[config.mk]
export PLATFORM = sky130hd
export DESIGN_NAME = mem_arbiter_flat
export DESIGN_NICKNAME = d
export VERILOG_FILES = /design/src/rtl/mem_arbiter_pkg.sv /design/src/rtl/mem_arbiter_if.sv /design/src/rtl/mem_arbiter_rr_pick2.sv /design/src/rtl/mem_arbiter.sv /design/src/flat_wrapper.sv
export SDC_FILE = /design/constraint.sdc
export NUM_CORES = 1
export LEC_CHECK = 0
export BUFFER_PORTS_ARGS = -buffer_cell sky130_fd_sc_hd__buf_2
export CELL_PAD_IN_SITES_DETAIL_PLACEMENT = 1
export CELL_PAD_IN_SITES_GLOBAL_PLACEMENT = 2
export CORE_ASPECT_RATIO = 0.8
export CORE_MARGIN = 3
export CORE_UTILIZATION = 11
export DETAILED_ROUTE_END_ITERATION = 10
export PLACE_DENSITY_LB_ADDON = 0.1
export SYNTH_ARGS = -nofsm -noshare
export SYNTH_HDL_FRONTEND = slang
export SYNTH_HIERARCHICAL = 1
export SYNTH_SLANG_ARGS = --single-unit
[constraint.sdc]
create_clock -name clk -period 2.54 [get_ports clk]
set_input_delay 0.254 -clock clk [delete_from_list [all_inputs] [get_ports clk]]
set_output_delay 0.254 -clock clk [all_outputs]
set_load 0.02 [all_outputs]
[src/rtl/mem_arbiter_pkg.sv]
// Shared types and constants for the memory-port arbiter: FSM state encodings,
// grant identities and default bus geometry.
package mem_arbiter_pkg;

    localparam int ARB_ADDR_W    = 32;
    localparam int ARB_DATA_W    = 32;
    localparam int ARB_MAX_BURST = 6;

    typedef enum logic [1:0] {
        ARB_IDLE = 2'd0,
        ARB_SEND = 2'd1,
        ARB_RESP = 2'd2
    } arb_state_e;

    localparam logic GRANT_PL = 1'b0;
    localparam logic GRANT_MA = 1'b1;

endpackage

[src/rtl/mem_arbiter_if.sv]
// Request/response bundle for one memory-port attachment; master issues requests,
// slave accepts them and returns read data.
interface mem_arbiter_if
    import mem_arbiter_pkg::*;
#(
    parameter int AW = ARB_ADDR_W,
    parameter int DW = ARB_DATA_W
) ();

    logic          send_addr_vld;
    logic [AW-1:0] send_addr_dat;
    logic          send_data_vld;
    logic [DW-1:0] send_data_dat;
    logic          send_rdy;
    logic          recv_vld;
    logic [DW-1:0] recv_dat;
    logic          recv_rdy;

    modport master (
        output send_addr_vld, send_addr_dat, send_data_vld, send_data_dat,
        input  send_rdy,
        input  recv_vld, recv_dat,
        output recv_rdy
    );

    modport slave (
        input  send_addr_vld, send_addr_dat, send_data_vld, send_data_dat,
        output send_rdy,
        output recv_vld, recv_dat,
        input  recv_rdy
    );

endinterface

[src/rtl/mem_arbiter_rr_pick2.sv]
// Two-way round-robin pick, purely combinational: on contention the requester
// that did not win last time is chosen. req[0] = PL, req[1] = MA.
module rr_pick2
    import mem_arbiter_pkg::*;
(
    input  logic [1:0] req,
    input  logic       last,
    output logic       grant,
    output logic       any
);

    always_comb begin
        any   = |req;
        grant = GRANT_PL;
        case (req)
            2'b01:   grant = GRANT_PL;
            2'b10:   grant = GRANT_MA;
            2'b11:   grant = (last == GRANT_PL) ? GRANT_MA : GRANT_PL;
            default: grant = GRANT_PL;
        endcase
    end

endmodule

[src/rtl/mem_arbiter.sv]
// Shares one memory port between PL and MA, one transaction in flight, 1-cycle arbitration then pass-through;
// stalls follow memory/requester ready. MEM_ARB_BURST_EN lets a requester keep the grant for up to MAX_BURST transfers.
module mem_arbiter
    import mem_arbiter_pkg::*;
#(
    parameter int ADDR_WIDTH = ARB_ADDR_W,
    parameter int DATA_WIDTH = ARB_DATA_W
`ifdef MEM_ARB_BURST_EN
    ,
    parameter int MAX_BURST  = ARB_MAX_BURST
`endif
) (
    input  logic          clk,
    input  logic          rst_n,
    mem_arbiter_if.slave  pl_if,
    mem_arbiter_if.slave  ma_if,
    mem_arbiter_if.master mem_if
);

    arb_state_e state_q, state_d;
    logic       grant_q, grant_d;
    logic       last_q,  last_d;

`ifdef MEM_ARB_BURST_EN
    localparam int BURST_W = $clog2(MAX_BURST + 1);
    logic [BURST_W-1:0] burst_cnt_q, burst_cnt_d;
    logic               xfer_done;
`endif

    logic [1:0] req;
    logic       pick;
    logic       req_any;

    assign req = {ma_if.send_addr_vld, pl_if.send_addr_vld};

    rr_pick2 u_pick (
        .req   (req),
        .last  (last_q),
        .grant (pick),
        .any   (req_any)
    );

    // Granted requester's view, selected by the registered grant only.
    logic                  g_addr_vld;
    logic [ADDR_WIDTH-1:0] g_addr;
    logic                  g_data_vld;
    logic [DATA_WIDTH-1:0] g_data;
    logic                  g_recv_rdy;

    always_comb begin
        g_addr_vld = pl_if.send_addr_vld;
        g_addr     = pl_if.send_addr_dat;
        g_data_vld = pl_if.send_data_vld;
        g_data     = pl_if.send_data_dat;
        g_recv_rdy = pl_if.recv_rdy;
        if (grant_q == GRANT_MA) begin
            g_addr_vld = ma_if.send_addr_vld;
            g_addr     = ma_if.send_addr_dat;
            g_data_vld = ma_if.send_data_vld;
            g_data     = ma_if.send_data_dat;
            g_recv_rdy = ma_if.recv_rdy;
        end
    end

    logic in_send, in_resp;
    logic send_hs, recv_hs;

    assign in_send = (state_q == ARB_SEND);
    assign in_resp = (state_q == ARB_RESP);
    assign send_hs = in_send && g_addr_vld && mem_if.send_rdy;
    assign recv_hs = in_resp && mem_if.recv_vld && g_recv_rdy;

`ifdef MEM_ARB_BURST_EN
    assign xfer_done = (send_hs && g_data_vld) || recv_hs;
`endif

    always_comb begin
        state_d = state_q;
        grant_d = grant_q;
        last_d  = last_q;
        case (state_q)
            ARB_IDLE: begin
                if (req_any) begin
                    grant_d = pick;
                    state_d = ARB_SEND;
                end
            end
            ARB_SEND: begin
                // A requester withdrawing its request here simply leaves us parked in SEND.
                if (send_hs) begin
                    last_d  = grant_q;
                    state_d = g_data_vld ? ARB_IDLE : ARB_RESP;
                end
            end
            ARB_RESP: begin
                if (recv_hs) state_d = ARB_IDLE;
            end
            default: state_d = ARB_IDLE;
        endcase
`ifdef MEM_ARB_BURST_EN
        burst_cnt_d = burst_cnt_q;
        if (xfer_done) begin
            if (g_addr_vld && (burst_cnt_q < BURST_W'(MAX_BURST - 1))) begin
                state_d     = ARB_SEND;
                burst_cnt_d = burst_cnt_q + BURST_W'(1);
            end else begin
                state_d     = ARB_IDLE;
                burst_cnt_d = '0;
            end
        end
`endif
    end

    always_ff @(posedge clk or negedge rst_n) begin
        if (!rst_n) begin
            state_q     <= ARB_IDLE;
            grant_q     <= GRANT_PL;
            last_q      <= GRANT_MA;
`ifdef MEM_ARB_BURST_EN
            burst_cnt_q <= '0;
`endif
        end else begin
            state_q     <= state_d;
            grant_q     <= grant_d;
            last_q      <= last_d;
`ifdef MEM_ARB_BURST_EN
            burst_cnt_q <= burst_cnt_d;
`endif
        end
    end

    // Everything is gated by state, so reset (state=IDLE) forces all outputs low at once.
    always_comb begin
        mem_if.send_addr_vld = in_send ? g_addr_vld : 1'b0;
        mem_if.send_addr_dat = in_send ? g_addr     : '0;
        mem_if.send_data_vld = in_send ? g_data_vld : 1'b0;
        mem_if.send_data_dat = in_send ? g_data     : '0;
        mem_if.recv_rdy      = in_resp ? g_recv_rdy : 1'b0;

        pl_if.send_rdy = in_send && (grant_q == GRANT_PL) && mem_if.send_rdy;
        ma_if.send_rdy = in_send && (grant_q == GRANT_MA) && mem_if.send_rdy;

        pl_if.recv_vld = in_resp && (grant_q == GRANT_PL) && mem_if.recv_vld;
        ma_if.recv_vld = in_resp && (grant_q == GRANT_MA) && mem_if.recv_vld;
        pl_if.recv_dat = (in_resp && (grant_q == GRANT_PL)) ? mem_if.recv_dat : '0;
        ma_if.recv_dat = (in_resp && (grant_q == GRANT_MA)) ? mem_if.recv_dat : '0;
    end

endmodule
[src/flat_wrapper.sv]
// flat-port wrapper written by rule: the top's interface ports become plain ports
module mem_arbiter_flat import mem_arbiter_pkg::*;
#(
    parameter int ADDR_WIDTH = ARB_ADDR_W,
    parameter int DATA_WIDTH = ARB_DATA_W

)
  (clk, rst_n, pl_if_send_addr_vld, pl_if_send_addr_dat, pl_if_send_data_vld, pl_if_send_data_dat, pl_if_send_rdy, pl_if_recv_vld, pl_if_recv_dat, pl_if_recv_rdy, ma_if_send_addr_vld, ma_if_send_addr_dat, ma_if_send_data_vld, ma_if_send_data_dat, ma_if_send_rdy, ma_if_recv_vld, ma_if_recv_dat, ma_if_recv_rdy, mem_if_send_addr_vld, mem_if_send_addr_dat, mem_if_send_data_vld, mem_if_send_data_dat, mem_if_send_rdy, mem_if_recv_vld, mem_if_recv_dat, mem_if_recv_rdy);
  mem_arbiter_if pl_if_i ();
  mem_arbiter_if ma_if_i ();
  mem_arbiter_if mem_if_i ();
  input  logic clk;
  input  logic rst_n;
  input wire logic [$bits(pl_if_i.send_addr_vld)-1:0] pl_if_send_addr_vld;
  input wire logic [$bits(pl_if_i.send_addr_dat)-1:0] pl_if_send_addr_dat;
  input wire logic [$bits(pl_if_i.send_data_vld)-1:0] pl_if_send_data_vld;
  input wire logic [$bits(pl_if_i.send_data_dat)-1:0] pl_if_send_data_dat;
  output wire logic [$bits(pl_if_i.send_rdy)-1:0] pl_if_send_rdy;
  output wire logic [$bits(pl_if_i.recv_vld)-1:0] pl_if_recv_vld;
  output wire logic [$bits(pl_if_i.recv_dat)-1:0] pl_if_recv_dat;
  input wire logic [$bits(pl_if_i.recv_rdy)-1:0] pl_if_recv_rdy;
  input wire logic [$bits(ma_if_i.send_addr_vld)-1:0] ma_if_send_addr_vld;
  input wire logic [$bits(ma_if_i.send_addr_dat)-1:0] ma_if_send_addr_dat;
  input wire logic [$bits(ma_if_i.send_data_vld)-1:0] ma_if_send_data_vld;
  input wire logic [$bits(ma_if_i.send_data_dat)-1:0] ma_if_send_data_dat;
  output wire logic [$bits(ma_if_i.send_rdy)-1:0] ma_if_send_rdy;
  output wire logic [$bits(ma_if_i.recv_vld)-1:0] ma_if_recv_vld;
  output wire logic [$bits(ma_if_i.recv_dat)-1:0] ma_if_recv_dat;
  input wire logic [$bits(ma_if_i.recv_rdy)-1:0] ma_if_recv_rdy;
  output wire logic [$bits(mem_if_i.send_addr_vld)-1:0] mem_if_send_addr_vld;
  output wire logic [$bits(mem_if_i.send_addr_dat)-1:0] mem_if_send_addr_dat;
  output wire logic [$bits(mem_if_i.send_data_vld)-1:0] mem_if_send_data_vld;
  output wire logic [$bits(mem_if_i.send_data_dat)-1:0] mem_if_send_data_dat;
  input wire logic [$bits(mem_if_i.send_rdy)-1:0] mem_if_send_rdy;
  input wire logic [$bits(mem_if_i.recv_vld)-1:0] mem_if_recv_vld;
  input wire logic [$bits(mem_if_i.recv_dat)-1:0] mem_if_recv_dat;
  output wire logic [$bits(mem_if_i.recv_rdy)-1:0] mem_if_recv_rdy;
  assign pl_if_i.send_addr_vld = pl_if_send_addr_vld;
  assign pl_if_i.send_addr_dat = pl_if_send_addr_dat;
  assign pl_if_i.send_data_vld = pl_if_send_data_vld;
  assign pl_if_i.send_data_dat = pl_if_send_data_dat;
  assign pl_if_send_rdy = pl_if_i.send_rdy;
  assign pl_if_recv_vld = pl_if_i.recv_vld;
  assign pl_if_recv_dat = pl_if_i.recv_dat;
  assign pl_if_i.recv_rdy = pl_if_recv_rdy;
  assign ma_if_i.send_addr_vld = ma_if_send_addr_vld;
  assign ma_if_i.send_addr_dat = ma_if_send_addr_dat;
  assign ma_if_i.send_data_vld = ma_if_send_data_vld;
  assign ma_if_i.send_data_dat = ma_if_send_data_dat;
  assign ma_if_send_rdy = ma_if_i.send_rdy;
  assign ma_if_recv_vld = ma_if_i.recv_vld;
  assign ma_if_recv_dat = ma_if_i.recv_dat;
  assign ma_if_i.recv_rdy = ma_if_recv_rdy;
  assign mem_if_send_addr_vld = mem_if_i.send_addr_vld;
  assign mem_if_send_addr_dat = mem_if_i.send_addr_dat;
  assign mem_if_send_data_vld = mem_if_i.send_data_vld;
  assign mem_if_send_data_dat = mem_if_i.send_data_dat;
  assign mem_if_i.send_rdy = mem_if_send_rdy;
  assign mem_if_i.recv_vld = mem_if_recv_vld;
  assign mem_if_i.recv_dat = mem_if_recv_dat;
  assign mem_if_recv_rdy = mem_if_i.recv_rdy;
  mem_arbiter #(.ADDR_WIDTH(ADDR_WIDTH), .DATA_WIDTH(DATA_WIDTH)) u_core (.clk(clk), .rst_n(rst_n), .pl_if(pl_if_i), .ma_if(ma_if_i), .mem_if(mem_if_i));
endmodule
==> results.md, run 1 <==
- The flow ran to the end, and the final reports show no timing, DRC or antenna violations.
- Cells with a size suffix above 1 make up 59.29% of the layout.
- The tightest min-delay check is of the in -> reg type.
- The DRC violation total after the first TritonRoute iteration is between 40 and 50.
- The via count of the first global-routing pass is roughly 3000.
- The post-layout instance area is 3525 µm².
- The routed design has ~11000 µm of wire.
- The standby leakage power is 2.230 nW.
- The worst setup path category is reg -> out.
- Data on the critical path is required at its endpoint by 2290 ps.
- The final route contains 2825 vias.
- STA classifies the critical path startpoint as a flip-flop.
- The cell at the root of the clock tree is clkbuf_16.
- The number of sinks handled by clock tree synthesis is 4.
- A synthesized cell averages 7.163 µm².
- Once layout is complete, the utilization of the core stands at 22.94%.
- The largest area contributor in the synthesized netlist is mux2i_1.
- The number of setup violations in the final report is 0.
- After Yosys synthesis, and, or, nand and nor cells account for 43.07% of the synthesized area.
- The CTS tree is built.
- The area enclosed by the die boundary is about 18000 µm².
- The combinational family with the most area after synthesis is simple AND/OR/NAND/NOR gates.
- The initial antenna violation count came to 0.
- The launching point of the worst reg2reg path is u_core/grant_q.
- Yosys mapped a number of flops with a built-in enable equal to 0.
- The remaining antenna violation count is 0.
- The die is between 100 and 150 µm tall.
- Entering global routing, the biggest net connects 66 pins.
- The final critical delay including setup and external delays is 2015 ps.
- Based on the critical path, the design can be clocked at up to 496.2 MHz.
- After synthesis, the largest area contributor takes up 37.34% of total cell area.
- The final hold violation count is 0.
- The floorplan step set the die width to 147.8 µm.
- For this run, the number of standard cells in the final layout without fillers is 748.
- The mux cell area share after synthesis is roughly two fifths.
- The pre-antenna-repair detailed-routing pass consisted of 4 iterations.
- The post-route DRC violation count is 0.
- The critical path startpoint is u_core/grant_q.
- The wire length of the first global-routing pass is ~16000 µm.
- Synthesis produced a netlist with a net count of around 420.
- 0 antenna diodes ended up in the layout.
- Of the total synthesized cell area, the portion taken by full adders, half adders and majority gates is 0%.
- After detailed placement, the total cell area comes to 3436 µm².
- The mapped netlist covers about 1800 µm².
- The maximum fanout encountered on the critical timing path is 26.
- Routability-driven placement finished with a final weighted congestion of 0.7241.
- The fraction of synthesis flops using an asynchronous set or reset pin is 100.0%.
- Post-CTS timing repair inserted 0 buffers for setup.
- The dominant synthesized flop cell is dfrtp_1.
- The level count of the clock H-tree is 1.
- For the pin with the worst max-slew slack, the measured transition is 613.0 ps.
- The final-report max-slew violation count is 0.
- The summed negative setup slack over all endpoints is 0 ps.
- During placement, the flow inserted port buffers numbering between 300 and 400.
- Counting tap cells, the placed design contains a total of 743 instances.
- The net count of the finished layout is 709.
- The share of the cycle needed by the critical path after routing is roughly four fifths.
- The placeable core region is about 15000 µm².
- The number of distinct library cell variants in the gate-level netlist after synthesis is 26.
- Summing the areas of all xor and xnor instances in the mapped netlist gives 0% of the synthesized area.
- The clock slew at the register clock pins of the worst setup and hold paths is 30 ps.
- The setup skew after layout is 0.3015 ps.
- The I/O pin count is ~310.
- STA puts the critical path data arrival time at 1760 ps.
- Post-CTS repair changed the size of 0 cells.
- The sequential-to-total area share from yosys stat is between 5 and 6%.
- In this run the most critical hold path is launched from ma_if_send_addr_vld.
- Relative to the synthesized area, the layout overhead comes to 99.22%.
- Summed over all layers, the global routing overflow is 0.
- The total clock buffers created by CTS is 3.
- The worst pin sits at a relative slew slack of 59.04%.
- Counting every instance in the synthesized netlist gives between 200 and 250.
- The routed wire length per instance is 14.88 µm.
- The HPWL after detailed placement is 9507 µm.
- The largest buffer count on any clock path is 2.
- IR analysis of the VDD net gives a maximum drop of between 0.0004 and 0.0005 V.
- After clock tree synthesis, the flow added hold-fix buffers numbering 1.
- In the post-synthesis netlist, the biggest area contributors are mux2i_1 (37%), and2_1 (24%), nor2_1 (14%), dfrtp_1 (4.2%), buf_6 (3.2%).
- For this run, the number of Yosys warnings is 6.
- The initial core utilization is 11.51%.
- The power per cell area is just over 900 nW/µm².
- The worst hold margin is 340.5 ps.
- The clock network latency to the later pin of the worst-skew pair is between 200 and 250 ps.
- The worst setup path is captured at an output port.
- Across every metal layer, demand over resource in global routing totals about 11%.
- The compound-gate portion of the synthesized area is 2.475%.
- After detailed routing, the number of vias per cell comes to around 3.8.
- Across the run, the number of max-cap violations was 0.
- In this run the core area contains 40 standard-cell rows.
- The total of flip-flops plus latches after synthesis is 4.
- Setup repair after global routing left no endpoint under its margin.
- The filler cell count in the final layout is 2023.
## registers in the layout, indices dropped and copies added, names as in the netlist
name,flops
u_core/last_q,1
u_core/grant_q,1
u_core/state_q,2
## final timing paths
kind	to	slack [ps]	cells past startpoint
min in group asynchronous	u_core/state_q[1]	370	2
min reg2reg	u_core/last_q	520	2
max in group asynchronous	u_core/last_q	1960	2
max reg2reg	u_core/state_q[0]	990	3
max	mem_if_send_addr_vld	520	4
min	u_core/last_q	340	3
## kinds of logic after synthesis
logic type,after synthesis
compound gates,6
buf+inv,22
flops,4
mux,68
simple gates,147
## worst max-delay path: stages (launching register included)
cell and delay (ps):
dfrtp_4 440, buf_4 390, mux2_4 360, and2_1 180, buf_2 160
## through the flow
step	worst slack, ps	power, mW
4_1_cts	492.5	3.311
2_1_floorplan	1059	2.182
3_5_place_dp	734.6	3.041
3_3_place_gp	746.8	3.040
6_report	524.6	3.224
5_1_grt	342.2	3.493
## report_power, final
part	leakage (nW)	switching, mW	internal, mW	total [mW]
Clock	0.0382	0.0495	0.208	0.257
Sequential	0.0455	0.0426	0.102	0.145
Combinational	2.15	1.78	1.04	2.82
Total	2.23	1.87	1.35	3.22
## routing by layer
layer  wire length [µm]  up-vias  share of wire (%)  global-route usage (%)
met2               6020      167                 54                   23.32
met5                  0        -                  0                       0
met4                123        0                1.1                   2.154
li1                   -     1388                  -                       -
met1               3884     1261                 35                   11.25
met3               1099        9                9.9                   3.309
## synth_stat cells (all sizes together), types with 2 or more instances
master / number
nor2: 70
and2: 67
mux2i: 66
buf: 20
dfrtp: 3
and3: 2
mux2: 2
nand2: 2
nand2b: 2
nor2b: 2
o21ai: 2
## placed cells by master, fill, tap and decap left out, types with 2 or more instances in the layout
| cell type | Yosys | final |
|---|---|---|
| buf_12 | 0 | 2 |
| mux2i_1 | 66 | 66 |
| o21ai_0 | 2 | 2 |
| dfrtp_1 | 3 | 2 |
| clkbuf_16 | 0 | 3 |
| nor2_4 | 2 | 2 |
| and2_1 | 67 | 67 |
| buf_2 | 8 | 304 |
| nor2_1 | 68 | 68 |
| nor2b_1 | 2 | 2 |
| and3_1 | 2 | 2 |
| nand2_1 | 2 | 2 |
## cell type report
type                       count  area (µm²)  area share (%)
sequential                     4       105.1           2.982
timing repair buffer         308        1579           44.80
inverter                       1       3.754          0.1065
tap                          210       262.8           7.455
multi-input combinational    221        1495           42.42
clock buffer                   4       78.83           2.236
No activity file was read; power rests on OpenSTA's default activity.
==> inputs of run 2 (changes only) <==
CORE_UTILIZATION = 10   (was 11)
clock period = 1.6 ns   (was 2.54 ns; I/O delays follow)
==> results.md, run 2 (same netlist as run 1, synthesis figures left out) <==
- The run finished, with violations left.
- The final reports fail on setup timing.
- The largest buffer count on any clock path is 2 (unchanged).
- The worst setup path is launched from a flip-flop.
- The length of the first detailed-routing pass in iterations is 4 (unchanged).
- The ratio of routed vias to standard cells was 3.745 (-0.83%).
- Setup repair after global routing could not meet its margin everywhere.
- The number of nets in the layout is 716 (+0.99%).
- The clock network latency to the later pin of the worst-skew pair is 220 ps (about the same).
- The worst setup path is captured at an output port.
- The critical path is of the reg -> out type.
- The number of cells traversed by the worst hold path is 2 (-1).
- The setup skew after layout is 3.426 ps (+3.125 ps).
- TritonCTS built the clock tree.
- The max-cap violation count is 0 (unchanged).
- The actual slew at the worst max-slew pin came to 254.1 ps (-358.9 ps).
- The critical path data required time is 1440 ps (-850 ps).
- The I/O pin count is 305 (unchanged).
- The register with the most flip-flops in the final layout is u_core/state_q.
- The number of vias after detailed routing is 2869 (+1.6%).
- The final hold violation count is 0 (unchanged).
- The number of flip-flops in the largest register came to 2 (unchanged).
- From synthesis to final layout, the design area changed by 126.0%.
- The share of the cycle needed by the critical path after routing is 101.4%.
- The remaining antenna violation count came to 0 (unchanged).
- The largest registers in the layout are u_core/state_q (2), u_core/grant_q (1), u_core/last_q (1).
- The wire length of the first global-routing pass was 16440 µm (+1.0%).
- The global-route total usage across every layer is 10.40% (-1.0 points).
- The clock slew at the register clock pins of the worst setup and hold paths is 30 ps (about the same).
- The path class of the tightest hold or removal check is in -> reg.
- The logic depth of the worst register-to-register path is 4 (+1).
- The number of setup violations in the final report is 23 (+23).
- The DRC violation total after the first TritonRoute iteration is 72 (+60%).
- The count of input and output buffers is 304 (unchanged).
- For the finished layout, the period the worst path requires is 1623 ps.
- The standby leakage power is 2.306 nW (+3.4%).
- The HPWL after detailed placement is 9248 µm (-2.7%).
- The number of sinks handled by clock tree synthesis is 4 (unchanged).
- The area enclosed by the die boundary is 19330 µm² (+9.5%).
- The floorplan die height was 125.0 µm (+4.6%).
- The total overflow reported by the global router came to 0 (unchanged).
- The data arrival time of the worst path came to 1460 ps (-300 ps).
- The maximum fanout encountered on the critical timing path was 36 (+38%).
- The commonest non-fill, non-tap cell in the layout is buf_2.
- The highest achievable clock rate is a little over 600 MHz.
- The final setup slack of the worst path is -23.12 ps (-547.8 ps).
- The post-route DRC violation count came to 0 (unchanged).
- The largest net degree at the start of global routing was 56 (-15%).
- The maximum resistive drop on vdd came to 0.0005248 V (+14%).
- The post-placement cell area is 3508 µm² (+2.1%).
- The initial antenna violation count is 1 (+1).
- The tightest slew margin relative to the limit is 83.06% (+24 points).
- The post-layout instance area is 3998 µm² (+13%).
- The power per cell area is 1418 nW/µm² (+55%).
- The share of post-route cells with drive strength above 1 is 61.65% (+2.4 points).
- The routed wire length per instance came to 14.73 µm (-1.0%).
- The final-report max-slew violation count is 0 (unchanged).
- The level count of the clock H-tree was 1 (unchanged).
- The via count of the first global-routing pass is 3003 (+1.1%).
- In this run the clock root is driven by a clkbuf_16.
- The placeable core region is 16920 µm² (+10%).
- The routed wire length is 11280 µm (+1.4%).
- The total power after layout is 5.669 mW (+76%).
- The die boundary width is 154.7 µm (+4.7%).
- The number of placement rows is 42 (+5.0%).
- The setup slack of the worst register-to-register path is 130 ps (-860 ps).
- The total clock buffers created by CTS is 3 (unchanged).
- The top cell types in the final layout, fill and taps aside, are buf_2 (218), nor2_1 (68), buf_4 (66).
- The final weighted congestion in routability-driven placement is 0.7642 (+5.5%).
- The initial core utilization is 10.46% (-1.1 points).
[run 2: cell count changes in the layout (fill, tap and decap cells not counted), sizes merged]
cell and change:
buf +6, clkbuf +1, diode +1
[run 2: report_power, final]
group	leakage, nW	switching, mW	internal (mW)
clock network	0.0382	0.0711	0.329
logic	2.22	2.92	2.08
registers	0.0432	0.103	0.167
[run 2: timing repair]
action                                  in CTS  in global routing
endpoints found under the setup margin     132                135
hold buffers                                 1                  0
cloned                                       0                  1
setup buffers                                2                  1
endpoints found under the hold margin        4                  0
resized for setup                           52                 71
pin swaps                                    0                  0
[run 2: final timing paths]
kind,startpoint,endpoint
worst max-delay path,u_core/grant_q,mem_if_send_addr_dat[30]
worst min-delay path,mem_if_send_rdy,u_core/state_q[0]
worst max register to register,u_core/grant_q,u_core/state_q[0]
worst min register to register,u_core/state_q[1],u_core/state_q[0]
max in group asynchronous,rst_n,u_core/last_q
min in group asynchronous,rst_n,u_core/state_q[1]
[run 2: cell type report]
class,instances,area [µm²]
fill,2138,12920
timing repair buffer,315,1999
multi-input combinational,221,1530
tap,220,275.3
sequential,4,107.6
clock buffer,4,78.83
inverter,1,3.754
antenna,1,2.502
[run 2: critical path, stage by stage, from the launching register on]
cell	delay (ps)
dfrtp_4	500
buf_16	260
mux2i_1	240
nor2_1	50
buf_2	150
[run 2: per-stage QoR]
step	hold WS [ps]	cells	worst slack [ps]	setup TNS [ps]	util [%]
after CTS	239.1	763	-43.38	-1117	22.12
after floorplan	-135.6	247	213.2	0	-
after detailed placement	-32.55	756	150.9	0	20.73
after global routing	248.2	766	-130.5	-10080	23.62
final	237.7	766	-23.12	-180.2	23.62
after global placement	-30.69	756	163.2	0	20.73
[run 2: per-layer routing]
metal  part of all wire (%)  wire length (µm)  GRT usage, %  up-vias
li1                       -                 -             -     1401
met1                     35              3899         10.59     1311
met2                     56              6335         21.33      153
met3                    8.7               983         2.314        4
met4                   0.54                61         2.129        0
met5                      0                 0             0        -
